**src/rtl/alu_pkg.sv**
```systemverilog
// Shared types for the sequential ALU: ALUControl op codes, FSM states and
// op-class helpers used by alu_seq and alu_comb.
package alu_pkg;

  typedef enum logic [3:0] {
    ALU_ADD  = 4'b0000,
    ALU_SUB  = 4'b0001,
    ALU_AND  = 4'b0010,
    ALU_OR   = 4'b0011,
    ALU_SLL  = 4'b0100,
    ALU_SLT  = 4'b0101,
    ALU_SLTU = 4'b0110,
    ALU_XOR  = 4'b0111,
    ALU_SRA  = 4'b1000,
    ALU_SRL  = 4'b1001,
    ALU_BGE  = 4'b1010,
    ALU_BGEU = 4'b1011,
    ALU_BNE  = 4'b1100
  } alu_op_e;

  typedef enum logic [1:0] {
    IDLE  = 2'd0,
    SHIFT = 2'd1,
    DONE  = 2'd2
  } state_e;

  function automatic logic is_shift(input logic [3:0] code);
    return (code == ALU_SLL) || (code == ALU_SRA) || (code == ALU_SRL);
  endfunction

endpackage

```
**src/rtl/alu_seq_if.sv**
```systemverilog
// Request/response bundle of the sequential ALU: operand request channel in,
// result channel out.
interface alu_seq_if #(
  parameter int XLEN = 32
);
  // Both channels: a transfer happens on a rising clock edge where valid and
  // ready are both high; the sender holds its payload until that edge.
  logic            in_valid;
  logic            in_ready;
  logic [3:0]      alu_ctrl;
  logic [XLEN-1:0] src_a;
  logic [XLEN-1:0] src_b;
  logic            out_valid;
  logic            out_ready;
  logic [XLEN-1:0] result;
  logic            zero;
  logic            illegal;

  modport master (
    output in_valid, alu_ctrl, src_a, src_b, out_ready,
    input  in_ready, out_valid, result, zero, illegal
  );

  modport slave (
    input  in_valid, alu_ctrl, src_a, src_b, out_ready,
    output in_ready, out_valid, result, zero, illegal
  );
endinterface

```
**src/rtl/alu_comb.sv**
```systemverilog
// Single-cycle evaluation of every non-shift ALUControl op plus the
// undefined-code flag. Shift codes yield 0 here; alu_seq produces them.
module alu_comb
  import alu_pkg::*;
#(
  parameter int XLEN = 32
) (
  input  logic [3:0]      alu_ctrl,
  input  logic [XLEN-1:0] src_a,
  input  logic [XLEN-1:0] src_b,
  output logic [XLEN-1:0] result,
  output logic            illegal
);

  logic lt_s;
  logic lt_u;

  assign lt_s = $signed(src_a) < $signed(src_b);
  assign lt_u = src_a < src_b;

  always_comb begin
    result  = '0;
    illegal = 1'b0;
    case (alu_ctrl)
      ALU_ADD:  result = src_a + src_b;
      ALU_SUB:  result = src_a - src_b;
      ALU_AND:  result = src_a & src_b;
      ALU_OR:   result = src_a | src_b;
      ALU_XOR:  result = src_a ^ src_b;
      ALU_SLT:  result = {{(XLEN-1){1'b0}}, lt_s};
      ALU_SLTU: result = {{(XLEN-1){1'b0}}, lt_u};
      ALU_BGE:  result = {{(XLEN-1){1'b0}}, ~lt_s};
      ALU_BGEU: result = {{(XLEN-1){1'b0}}, ~lt_u};
      ALU_BNE:  result = {{(XLEN-1){1'b0}}, (src_a != src_b)};
      ALU_SLL, ALU_SRA, ALU_SRL: result = '0;
      default:  illegal = 1'b1;
    endcase
  end

endmodule

```
**src/rtl/alu_seq.sv**
```systemverilog
// Multi-cycle execute unit: FSM, shift counter and handshakes around alu_comb.
// Build option ALU_SEQ_FAST_SHIFT_EN swaps the 1-bit/cycle shifter for a barrel shifter.
module alu_seq
  import alu_pkg::*;
#(
  parameter int XLEN = 32
) (
  input  logic       clk,
  input  logic       reset,
  input  logic       flush,
  alu_seq_if.slave   bus,
  output state_e     dbg_state
);

  localparam int SHW = $clog2(XLEN);
  localparam logic [SHW-1:0] CNT_ONE = SHW'(1);

  state_e          state_q, state_d;
  logic [SHW-1:0]  cnt_q, cnt_d;
  logic [XLEN-1:0] result_q, result_d;
  logic            zero_q, zero_d;
  logic            illegal_q, illegal_d;
  logic [3:0]      shop_q, shop_d;

  logic [XLEN-1:0] comb_result;
  logic            comb_illegal;
  logic            accept;
  logic [SHW-1:0]  shamt;
  logic [XLEN-1:0] step_val;

  alu_comb #(.XLEN(XLEN)) u_comb (
    .alu_ctrl (bus.alu_ctrl),
    .src_a    (bus.src_a),
    .src_b    (bus.src_b),
    .result   (comb_result),
    .illegal  (comb_illegal)
  );

  function automatic logic [XLEN-1:0] shift_one(input logic [XLEN-1:0] v, input logic [3:0] op);
    case (op)
      ALU_SLL: return {v[XLEN-2:0], 1'b0};
      ALU_SRA: return {v[XLEN-1], v[XLEN-1:1]};
      default: return {1'b0, v[XLEN-1:1]};
    endcase
  endfunction

  assign bus.in_ready = (state_q == IDLE) | ((state_q == DONE) & bus.out_ready);
  assign accept       = bus.in_valid & bus.in_ready;
  assign shamt        = bus.src_b[SHW-1:0];
  assign step_val     = shift_one(result_q, shop_q);

`ifdef ALU_SEQ_FAST_SHIFT_EN
  logic [XLEN-1:0] barrel_val;

  always_comb begin
    barrel_val = '0;
    case (bus.alu_ctrl)
      ALU_SLL: barrel_val = bus.src_a << shamt;
      ALU_SRA: barrel_val = $signed(bus.src_a) >>> shamt;
      default: barrel_val = bus.src_a >> shamt;
    endcase
  end
`endif

  always_comb begin
    state_d   = state_q;
    cnt_d     = cnt_q;
    result_d  = result_q;
    zero_d    = zero_q;
    illegal_d = illegal_q;
    shop_d    = shop_q;
    if (flush) begin
      state_d = IDLE;
      cnt_d   = '0;
    end else begin
      case (state_q)
        SHIFT: begin
          // result_q doubles as the working register while shifting
          result_d = step_val;
          cnt_d    = cnt_q - CNT_ONE;
          if (cnt_q == CNT_ONE) begin
            state_d = DONE;
            zero_d  = (step_val == '0);
          end
        end
        IDLE, DONE: begin
          if (accept) begin
            if (is_shift(bus.alu_ctrl)) begin
              illegal_d = 1'b0;
`ifdef ALU_SEQ_FAST_SHIFT_EN
              result_d = barrel_val;
              zero_d   = (barrel_val == '0);
              state_d  = DONE;
`else
              result_d = bus.src_a;
              if (shamt == '0) begin
                zero_d  = (bus.src_a == '0);
                state_d = DONE;
              end else begin
                zero_d  = 1'b0;
                cnt_d   = shamt;
                shop_d  = bus.alu_ctrl;
                state_d = SHIFT;
              end
`endif
            end else begin
              result_d  = comb_result;
              zero_d    = (comb_result == '0);
              illegal_d = comb_illegal;
              state_d   = DONE;
            end
          end else if ((state_q == DONE) && bus.out_ready) begin
            state_d = IDLE;
          end
        end
        default: state_d = IDLE;
      endcase
    end
  end

  always_ff @(posedge clk or posedge reset) begin
    if (reset) begin
      state_q   <= IDLE;
      cnt_q     <= '0;
      result_q  <= '0;
      zero_q    <= 1'b0;
      illegal_q <= 1'b0;
      shop_q    <= '0;
    end else begin
      state_q   <= state_d;
      cnt_q     <= cnt_d;
      result_q  <= result_d;
      zero_q    <= zero_d;
      illegal_q <= illegal_d;
      shop_q    <= shop_d;
    end
  end

  assign bus.out_valid = (state_q == DONE);
  assign bus.result    = result_q;
  assign bus.zero      = zero_q;
  assign bus.illegal   = illegal_q;
  assign dbg_state     = state_q;

endmodule

```
**src/flat_wrapper.sv**
```systemverilog
// flat-port wrapper written by rule: the top's interface ports become plain ports
module alu_seq_flat import alu_pkg::*;
#(
  parameter int XLEN = 32
)
  (clk, reset, flush, dbg_state, bus_in_valid, bus_alu_ctrl, bus_src_a, bus_src_b, bus_out_ready, bus_in_ready, bus_out_valid, bus_result, bus_zero, bus_illegal);
  alu_seq_if #(.XLEN(XLEN)) bus_i ();
  input  logic clk;
  input  logic reset;
  input  logic flush;
  output state_e dbg_state;
  input wire logic [$bits(bus_i.in_valid)-1:0] bus_in_valid;
  input wire logic [$bits(bus_i.alu_ctrl)-1:0] bus_alu_ctrl;
  input wire logic [$bits(bus_i.src_a)-1:0] bus_src_a;
  input wire logic [$bits(bus_i.src_b)-1:0] bus_src_b;
  input wire logic [$bits(bus_i.out_ready)-1:0] bus_out_ready;
  output wire logic [$bits(bus_i.in_ready)-1:0] bus_in_ready;
  output wire logic [$bits(bus_i.out_valid)-1:0] bus_out_valid;
  output wire logic [$bits(bus_i.result)-1:0] bus_result;
  output wire logic [$bits(bus_i.zero)-1:0] bus_zero;
  output wire logic [$bits(bus_i.illegal)-1:0] bus_illegal;
  assign bus_i.in_valid = bus_in_valid;
  assign bus_i.alu_ctrl = bus_alu_ctrl;
  assign bus_i.src_a = bus_src_a;
  assign bus_i.src_b = bus_src_b;
  assign bus_i.out_ready = bus_out_ready;
  assign bus_in_ready = bus_i.in_ready;
  assign bus_out_valid = bus_i.out_valid;
  assign bus_result = bus_i.result;
  assign bus_zero = bus_i.zero;
  assign bus_illegal = bus_i.illegal;
  alu_seq #(.XLEN(XLEN)) u_core (.clk(clk), .reset(reset), .flush(flush), .bus(bus_i), .dbg_state(dbg_state));
endmodule
```
**config.mk**
```make
export PLATFORM = sky130hd
export DESIGN_NAME = alu_seq_flat
export DESIGN_NICKNAME = d
export VERILOG_FILES = /design/src/rtl/alu_pkg.sv /design/src/rtl/alu_seq_if.sv /design/src/rtl/alu_comb.sv /design/src/rtl/alu_seq.sv /design/src/flat_wrapper.sv
export SDC_FILE = /design/constraint.sdc
export NUM_CORES = 1
export LEC_CHECK = 0
export BUFFER_PORTS_ARGS = -buffer_cell sky130_fd_sc_hd__buf_2
export CORE_MARGIN = 4
export CORE_UTILIZATION = 47
export DETAILED_ROUTE_END_ITERATION = 10
export PLACE_DENSITY = 0.74
export RECOVER_POWER = 100
export SYNTH_ARGS = -nofsm -noshare
export SYNTH_HDL_FRONTEND = slang
export SYNTH_HIERARCHICAL = 1
export SYNTH_SLANG_ARGS = --single-unit
```
**constraint.sdc**
```tcl
create_clock -name clk -period 2.5 [get_ports clk]
set_input_delay 0.5 -clock clk [delete_from_list [all_inputs] [get_ports clk]]
set_output_delay 0.5 -clock clk [all_outputs]
set_load 0.05 [all_outputs]
```
==> results of run 1 <==
synth_stat cells (all sizes together), types with 14 or more instances:
cell,number
nand2,170
o21ai,112
inv,103
ha,100
nor2,85
a21oi,74
clkbuf,59
nand3,54
dfrtp,45
mux2,36
nor4,28
nor3,25
a21o,21
o211ai,18
nand4,17
buf,16
a211o,15
o21bai,14
registers in the layout, summed over array words and instances, names as in the netlist:
| name | count |
|---|---|
| u_core/bus.result | 32 |
| u_core/dbg_state | 2 |
| u_core/bus.zero | 1 |
| u_core/shop_q | 4 |
| u_core/cnt_q | 5 |
| u_core/bus.illegal | 1 |
layout by cell type, fill, tap and decap left out, types with 7 or more instances in the layout:
cell type  Yosys  layout
buf_4          0     411
nand2_1      170     161
inv_1        103      86
ha_1         100      86
nor2_1        84      74
a21oi_1       73      65
buf_2          9      57
nand3_1       54      53
dfrtp_1       45      44
clkbuf_1      59      42
o21ai_1        2      41
o21ai_2        0      37
o21ai_0      110      33
buf_6          0      29
mux2_4         0      29
nor4_1        28      24
a21o_1        21      21
nor3_1        24      20
nand4_1       17      17
o211ai_1      17      17
a211o_1       15      15
o21bai_1      14      13
nor2b_1       13      12
ha_4           0      11
nand2b_1      12      10
nor2_2         1      10
o31ai_1       12       8
a21oi_2        1       8
o221ai_2       0       8
a211oi_1      13       8
or4_1          9       7
mux2_2        34       7
o22ai_1        9       7
inv_2          0       7
metal layers:
metal / share of wire, % / vias to the layer above / track usage, %
met5: 0 / - / 0
met4: 7.7 / 0 / 19.09
met3: 13 / 351 / 6.687
met2: 44 / 1110 / 59.85
met1: 36 / 5764 / 46.10
li1: - / 5439 / -
logic make-up (layout without fill, tap and decap cells):
logic type,after synthesis,count (layout),synth area share (%)
buf+inv,178,658,8.025
compound gates,396,396,31.60
xor+xnor,2,2,0.2070
flops,45,45,13.30
simple gates,463,463,26.47
fa+ha+maj,102,102,15.25
mux,39,39,5.143
stage by stage:
step / instance area [um^2] / power [uW] / worst slack (ps) / util [%]
finish: 13780 / 5722 / -1276 / 78.84
global route: 13780 / 5953 / -1544 / 78.84
CTS: 13410 / 5392 / -1170 / 76.75
detailed placement: 12360 / 4427 / -1566 / 70.73
global placement: 12360 / 4349 / -1450 / 70.73
floorplan: 8786 / 2978 / -1025 / -
worst max-delay path, delay by kind of cell:
| family | cells | cell delay (ps) |
|---|---|---|
| adders and majority gates | 2 | 500 |
| buffers and inverters | 3 | 470 |
| and+or+nand+nor | 5 | 940 |
| AOI/OAI and AO/OA | 8 | 1580 |
repair_timing:
| action | 4_1_cts | 5_1_grt |
|---|---|---|
| endpoints found under the setup margin | 30 | 32 |
| buffers inserted | 44 | 16 |
| resized for setup | 195 | 92 |
| endpoints found under the hold margin | 0 | 0 |
| pin swaps | 75 | 56 |
power breakdown:
part / switching (uW) / internal [uW] / total (uW)
Sequential: 246 / 883 / 1130
Combinational: 2300 / 1650 / 3950
Clock: 275 / 372 / 646
final cells by class:
class	instances	area share (%)
multi-input combinational	1002	56.53
timing repair buffer	547	29.12
sequential	45	8.181
clock buffer	7	0.9625
tap	225	2.043
clock inverter	1	0.05448
inverter	103	3.105
how the worst max path moves through the flow:
stage          cells after the start         endpoint  slack (ps)     startpoint
2_1_floorplan                     15  u_core/bus.zero       -1020   bus_src_a[1]
3_3_place_gp                      18  u_core/bus.zero       -1450   bus_src_a[0]
3_5_place_dp                      16  u_core/bus.zero       -1570   bus_src_a[1]
4_1_cts                           18  u_core/bus.zero       -1170   bus_src_a[0]
5_1_grt                           18  u_core/bus.zero       -1540  bus_src_a[16]
6_report                          18  u_core/bus.zero       -1280   bus_src_a[0]
==> impl_metrics.py, run 1 <==
metrics = {
    "run_status": {
        "violations": "setup timing",
        "outcome": "finished with violations",
    },
    "global_routing": {
        "grt.overflow.total": 0,
        "antenna_found_initial": 0,
        "grt_max_degree": 71,
        "grt_use_total_pct": 36.67,
        "grt_pass1_wl_um": 60580,
        "grt_pass1_vias": 11800,
    },
    "synth": {
        "ys_types": 79,
        "synth-async-reset-ratio_pct": 100.0,
        "ys_seq_elements": 45,
        "seq_area_frac_synth_pct": 13.30,
        "synth_top_area_share_pct": 14.78,
        "syn_avg_cell_area_um2": 6.911,
        "synth-warning-count": 6,
        "synth-main-ff-cell": "dfrtp_1",
        "synth_top_cell_by_area": "ha_1",
        "synth_nets": 1400,
        "synth.area.top_cells": "ha_1 15%, dfrtp_1 13%, nand2_1 7.5%, o21ai_0 6.5%, inv_1 4.6%",
        "synth_edf_count": 0,
        "syn_inst": 1225,
        "synth_area_mm2": 0.008466,
    },
    "placement": {
        "portBuffers": 110,
        "dp_cells": 1879,
        "gp_congestion": 1.091,
        "dpl.hpwl_um": 29210,
    },
    "drt": {
        "drt_iter0_drc": 2031,
        "route.detailed.drc": 0,
        "wl_per_cell_um": 21.64,
        "vias": 12660,
        "antenna_left": 0,
        "via_per_inst": 6.562,
        "drtPass1Iterations": 7,
        "wl_um": 41760,
    },
    "critical_path": {
        "cp_max_fo": 3,
        "cpMaxStageDelayCell": "fa_2",
        "startpoint_type": "input port",
        "critPathRequiredTime_ps": 2710,
        "cp_data_arrival_time_ps": 3990,
        "ff2ff_path_depth": 6,
        "crit_path_end_kind": "flip-flop",
        "reg2reg_to": "u_core/bus.result[2]",
        "critical_path.cell_chain": "buf_8, ha_4, fa_2, a21o_1, a31oi_4, o21ai_2, buf_4, o21a_4, a211o_1, nand2_2, nor2_2, a211o_1, nor4_1, buf_4, nand4_1, nor4b_2, a21oi_1, o211ai_2",
        "critPathMaxStageDelay_ps": 340,
        "r2r_slack_ps": 360,
        "r2r_start": "u_core/shop_q[0]",
        "path_class": "in -> reg",
    },
    "finish": {
        "diodes": 0,
        "drive_above_1_share_pct": 43.46,
        "fin_cells": 1930,
        "multi_input_area_mm2": 0.007790,
        "syn_to_final_growth_pct": 62.77,
        "seqCellArea_mm2": 0.001127,
        "fillers": 1131,
        "nets": 1879,
    },
    "sta": {
        "hold_viol": 0,
        "min_period_ps": 3776,
        "skew_ps": 4.716,
        "tightestPinTransition_ps": 1158,
        "rsz0062_at_grt": "yes",
        "slew_violations": 0,
        "whs_ps": 504.3,
        "finalCritPeriodShare_pct": 151.0,
        "finalSetupViolCount": 42,
        "fmax_ghz": 0.2649,
        "fin_setup_tns_ps": -25340,
        "relSlewSlack_pct": 22.82,
        "finalWorstSetupSlack_ps": -1276,
    },
    "floorplan": {
        "boundaryPins": 111,
        "core_mm2": 0.01748,
        "initial_core_util_pct": 48.44,
        "std_cell_rows": 48,
        "die_h_um": 142.2,
        "die_area_mm2": 0.02022,
        "die_w_um": 142.2,
    },
    "min_path": {
        "worstHoldPathCells": 2,
        "min_to": "u_core/bus.illegal",
        "hp-start": "u_core/bus.illegal",
        "holdCritPathClass": "reg -> reg",
    },
    "flow_run": {
        "maxCapViolations": 0,
    },
    "clocking": {
        "ctsLongestPathBuffers": 2,
        "htreeDepth": 2,
        "clk_pin_slew_ps": 60,
        "clock_sink_count": 45,
        "clock_latency_ps": 290,
        "postCtsHoldBufs": 0,
        "cts_tree": "built",
        "cts_buffers": 5,
        "cts_root_buffer": "clkbuf_16",
    },
    "power": {
        "p_leak_uw": 0.006616,
        "ir_drop_mv": 0.7097,
        "p_per_area_mw_per_mm2": 415.3,
    },
}
No activity file was read; power rests on OpenSTA's default activity.
==> run 2: changes to the inputs <==
--- a/config.mk
+++ b/config.mk
@@ -11,6 +11,7 @@
 export DETAILED_ROUTE_END_ITERATION = 10
 export PLACE_DENSITY = 0.74
 export RECOVER_POWER = 100
+export SETUP_SLACK_MARGIN = 0.05
 export SYNTH_ARGS = -nofsm -noshare
 export SYNTH_HDL_FRONTEND = slang
 export SYNTH_HIERARCHICAL = 1
==> impl_metrics.py, run 2 (same netlist as run 1, synthesis figures left out) <==
metrics = {
    "floorplan": {
        "die_w_um": 142.2,
        "die_h_um": 142.2,
        "boundaryPins": 111,
        "die_area_mm2": 0.02022,
        "initial_core_util_pct": 48.44,
        "std_cell_rows": 48,
        "core_mm2": 0.01748,
    },
    "clocking": {
        "clk_pin_slew_ps": 70,
        "cts_root_buffer": "clkbuf_16",
        "ctsLongestPathBuffers": 2,
        "cts_buffers": 5,
        "cts_tree": "built",
        "clock_sink_count": 45,
        "clock_latency_ps": 290,
        "htreeDepth": 2,
        "postCtsHoldBufs": 0,
    },
    "sta": {
        "skew_ps": 12.97,
        "hold_viol": 0,
        "slew_violations": 28,
        "min_period_ps": 3872,
        "fmax_ghz": 0.2583,
        "finalWorstSetupSlack_ps": -1372,
        "fin_setup_tns_ps": -23690,
        "finalSetupViolCount": 29,
        "finalCritPeriodShare_pct": 154.9,
        "relSlewSlack_pct": -1.295,
        "rsz0062_at_grt": "yes",
        "tightestPinTransition_ps": 1519,
    },
    "flow_run": {
        "maxCapViolations": 1,
    },
    "drt": {
        "antenna_left": 0,
        "drt_iter0_drc": 1792,
        "vias": 12700,
        "drtPass1Iterations": 6,
        "via_per_inst": 6.624,
        "wl_um": 41350,
        "wl_per_cell_um": 21.56,
        "route.detailed.drc": 0,
    },
    "finish": {
        "nets": 1867,
        "diodes": 0,
        "seqCellArea_mm2": 0.001127,
        "drive_above_1_share_pct": 45.01,
        "layout_common_cells": "381 x buf_4, 164 x nand2_1, 101 x buf_2, 89 x inv_1, 86 x ha_1",
        "layout_commonest_cell": "buf_4",
        "multi_input_area_mm2": 0.007795,
        "syn_to_final_growth_pct": 63.20,
        "fillers": 1161,
        "largest_reg_flops": 32,
    },
    "critical_path": {
        "critPathRequiredTime_ps": 2720,
        "path_class": "in -> reg",
        "cp_max_fo": 5,
        "startpoint_type": "input port",
        "cp_data_arrival_time_ps": 4090,
        "crit_path_end_kind": "flip-flop",
    },
    "power": {
        "power.total_uw": 5690,
        "p_leak_uw": 0.006753,
        "p_per_area_mw_per_mm2": 411.8,
        "ir_drop_mv": 0.6823,
    },
    "placement": {
        "gp_congestion": 1.033,
        "portBuffers": 110,
        "dpl.hpwl_um": 29120,
    },
    "global_routing": {
        "antenna_found_initial": 1,
        "grt_use_total_pct": 36.31,
        "grt_pass1_vias": 11770,
        "grt_max_degree": 65,
        "grt.overflow.total": 0,
        "grt_pass1_wl_um": 59730,
    },
    "run_status": {
        "outcome": "finished with violations",
        "violations": "capacitance limit, slew limit, setup timing",
    },
    "min_path": {
        "holdCritPathClass": "in -> async",
    },
}
-- run 2: changes by cell type in the layout (fill, tap and decap cells not counted), moves of 4 or more --
cell / delta
a21oi_1: -6
a21oi_2: +5
buf_12: +5
buf_2: +44
buf_4: -30
buf_6: +8
clkbuf_1: -38
mux2_2: -4
mux2_4: +4
nor2_1: +6
nor2_2: -6
o21ai_1: +8
o21ai_2: -6
-- run 2: worst paths after layout --
check | startpoint | endpoint | slack (ps) | depth (start not counted)
worst min-delay path | reset | u_core/cnt_q[3] | 220 | 2
worst max register to register | u_core/cnt_q[1] | u_core/bus.zero | 140 | 7
max in group asynchronous | reset | u_core/bus.result[27] | 490 | 3
min in group clk | u_core/bus.result[8] | u_core/bus.result[8] | 560 | 2
worst min register to register | u_core/bus.result[8] | u_core/bus.result[8] | 560 | 2
worst max-delay path | bus_src_a[0] | u_core/bus.zero | -1370 | 18
-- run 2: repair_timing --
action,4_1_cts,5_1_grt
setup endpoints to repair,30,33
resized for setup,164,122
setup buffers,31,25
pin swaps,91,80
-- run 2: cell type report --
type / count / share of cell area [%]
Multi-Input combinational cell: 1002 / 56.42
Timing Repair Buffer: 535 / 29.32
Sequential cell: 45 / 8.160
Inverter: 103 / 3.043
Tap cell: 225 / 2.038
Clock buffer: 7 / 0.9600
Clock inverter: 1 / 0.06339
-- run 2: report_power, final --
part           total [uW]  switching [uW]  internal, uW  leakage, uW
Sequential           1130             246           883     0.000576
Combinational        3910            2260          1650      0.00611
Clock                 651             277           373    0.0000681
-- run 2: critical path, cell delays in order --
cell and delay [ps]:
buf_8 110, inv_6 60, ha_4 140, fa_2 240
o21bai_4 90, a2111o_1 410, a221oi_4 410, o31ai_4 150
a21o_1 220, buf_6 130, o211ai_1 240, a31o_2 250
nand4_1 160, nor4_2 280, nand4_1 180, nor4b_2 320
a21oi_1 120, o211ai_2 70
-- run 2: routing by layer --
layer / wire, um / up-vias / global-route usage [%]
li1: - / 5418 / -
met1: 14750 / 5812 / 46.39
met2: 18070 / 1124 / 59.43
met3: 5345 / 348 / 4.973
met4: 3160 / 2 / 19.29
met5: 19 / - / 0
-- run 2: per-stage QoR --
stage	std cells	hold WS [ps]	setup WS, ps	utilization (%)	area (um^2)
floorplan	1225	491.5	-1024	-	8795
global placement	1866	485.6	-1490	70.45	12310
detailed placement	1866	521.1	-1620	70.45	12310
CTS	1902	246.9	-1202	75.74	13240
global route	1918	264.5	-1509	79.05	13820
finish	1918	216.7	-1372	79.05	13820
==> run 3: changes to the inputs <==
--- a/config.mk
+++ b/config.mk
@@ -9,6 +9,7 @@
 export CORE_MARGIN = 4
 export CORE_UTILIZATION = 47
 export DETAILED_ROUTE_END_ITERATION = 10
+export GPL_TIMING_DRIVEN = 0
 export PLACE_DENSITY = 0.74
 export RECOVER_POWER = 100
 export SETUP_SLACK_MARGIN = 0.05
==> constraint.sdc (replaced) <==
create_clock -name clk -period 4.6 [get_ports clk]
set_input_delay 0.92 -clock clk [delete_from_list [all_inputs] [get_ports clk]]
set_output_delay 0.92 -clock clk [all_outputs]
set_load 0.05 [all_outputs]
==> impl_metrics.py, run 3 (same netlist as run 1, synthesis figures left out) <==
metrics = {
    "placement": {
        "gp_congestion": 0.9974,
        "dp_cells": 1562,
        "place_area_mm2": 0.009334,
        "dpl.hpwl_um": 26620,
        "portBuffers": 110,
        "dp_slack_ps": -793.1,
    },
    "clocking": {
        "clk_pin_slew_ps": 70,
        "cts_buffers": 5,
        "postCtsHoldBufs": 0,
        "clock_latency_ps": 290,
        "cts_tree": "built",
        "clock_sink_count": 45,
        "ctsLongestPathBuffers": 2,
        "htreeDepth": 2,
        "cts_root_buffer": "clkbuf_16",
    },
    "global_routing": {
        "antenna_found_initial": 0,
        "grt_pass1_vias": 9419,
        "grt_max_degree": 42,
        "grt.overflow.total": 0,
        "grt_use_total_pct": 32.05,
        "grt_pass1_wl_um": 52000,
    },
    "finish": {
        "nets": 1536,
        "fin_cells": 1586,
        "diodes": 0,
        "fillers": 1757,
        "final_util_pct": 56.78,
        "layout_commonest_cell": "nand2_1",
        "fin_area_mm2": 0.009923,
        "largest_reg_flops": 32,
        "syn_to_final_growth_pct": 17.22,
        "layout_common_cells": "170 x nand2_1, 109 x o21ai_0, 95 x inv_1, 93 x ha_1, 90 x clkbuf_1",
        "drive_above_1_share_pct": 15.58,
    },
    "run_status": {
        "outcome": "finished with violations",
        "violations": "capacitance limit, slew limit",
    },
    "critical_path": {
        "ff2ff_path_depth": 7,
        "cp_data_arrival_time_ps": 4760,
        "startpoint_type": "input port",
        "critPathRequiredTime_ps": 4820,
        "path_class": "in -> reg",
        "crit_path_end_kind": "flip-flop",
        "cp_max_fo": 10,
    },
    "floorplan": {
        "boundaryPins": 111,
        "die_area_mm2": 0.02022,
        "std_cell_rows": 48,
        "die_w_um": 142.2,
        "initial_core_util_pct": 48.44,
        "die_h_um": 142.2,
        "core_mm2": 0.01748,
    },
    "flow_run": {
        "maxCapViolations": 1,
    },
    "sta": {
        "finalSetupViolCount": 0,
        "finalWorstSetupSlack_ps": 57.23,
        "slew_violations": 42,
        "skew_ps": 6.691,
        "tightestPinTransition_ps": 2242,
        "relSlewSlack_pct": -49.48,
        "rsz0062_at_grt": "yes",
        "min_period_ps": 4543,
        "finalCritPeriodShare_pct": 98.76,
        "hold_viol": 0,
        "fmax_ghz": 0.2201,
    },
    "power": {
        "ir_drop_mv": 0.1951,
        "power.total_uw": 2527,
        "p_per_area_mw_per_mm2": 254.7,
        "p_leak_uw": 0.004419,
    },
    "drt": {
        "wl_per_cell_um": 21.64,
        "vias": 10370,
        "antenna_left": 0,
        "drtPass1Iterations": 6,
        "drt_iter0_drc": 1496,
        "route.detailed.drc": 0,
        "via_per_inst": 6.537,
        "wl_um": 34320,
    },
    "min_path": {
        "holdCritPathClass": "in -> async",
    },
}
==> run 3: changes by cell type in the layout (fill, tap and decap cells not counted), sizes merged <==
cell	before	now
buf	533	99
clkbuf	9	110
bufinv	0	1
clkinv	2	1
clkinvlp	1	0
inv	101	103
==> run 3: per-layer routing <==
layer | wire [um] | track usage [%] | up-vias
li1 | - | - | 4750
met4 | 1445 | 11.52 | 0
met3 | 4069 | 6.888 | 115
met1 | 13910 | 44.61 | 4786
met5 | 0 | 0 | -
met2 | 14900 | 48.92 | 717
==> run 3: path summary, 6_finish.rpt <==
kind                                               to  slack, ps                from
worst max-delay path                  u_core/bus.zero         60       bus_src_a[17]
worst min-delay path                  u_core/cnt_q[0]        510               reset
worst max register to register        u_core/bus.zero       2320     u_core/cnt_q[1]
worst min register to register     u_core/bus.illegal        510  u_core/bus.illegal
max in group asynchronous       u_core/bus.result[27]       1740               reset
min in group clk                   u_core/bus.illegal        510  u_core/bus.illegal
==> run 3: layout make-up <==
cell class / count / area (um^2) / area share (%)
inverters: 103 / 389.1 / 3.921
clock inverters: 2 / 35.03 / 0.3530
flip-flops and latches: 45 / 1126 / 11.35
multi-input cells: 1002 / 6953 / 70.07
repair buffers: 130 / 689.4 / 6.947
clock buffers: 5 / 125.1 / 1.261
well taps: 225 / 281.5 / 2.837
plain buffers: 74 / 324.1 / 3.266
==> run 3: worst max-delay path, stage by stage <==
cell,delay [ps]
buf_2,150
inv_1,60
ha_1,300
clkbuf_2,210
or4_1,630
a21oi_1,200
o21ai_0,150
a21oi_2,280
buf_4,170
nor2_4,40
mux2_4,280
a221o_1,370
nor4_2,310
nand4_1,180
nor4b_2,350
a21oi_1,90
o211ai_2,70
==> run 3: timing repair <==
action | CTS | global route
endpoints found under the setup margin | 1 | 4
pin swaps | 11 | 29
resized for setup | 25 | 84
setup buffers | 3 | 14
cloned | 0 | 1
==> run 3: where the power goes <==
group	internal (uW)	switching [uW]	leakage, uW
registers	480	137	0.000578
clock network	253	157	0.0000797
logic	471	1030	0.00376
==> run 3: metrics by stage <==
stage / hold WS, ps / TNS (ps)
6_report: 508.0 / 0
2_1_floorplan: 491.5 / 0
5_1_grt: 532.2 / -37.84
4_1_cts: 498.8 / 0
3_3_place_gp: 492.3 / -2363
3_5_place_dp: 487.7 / -2457
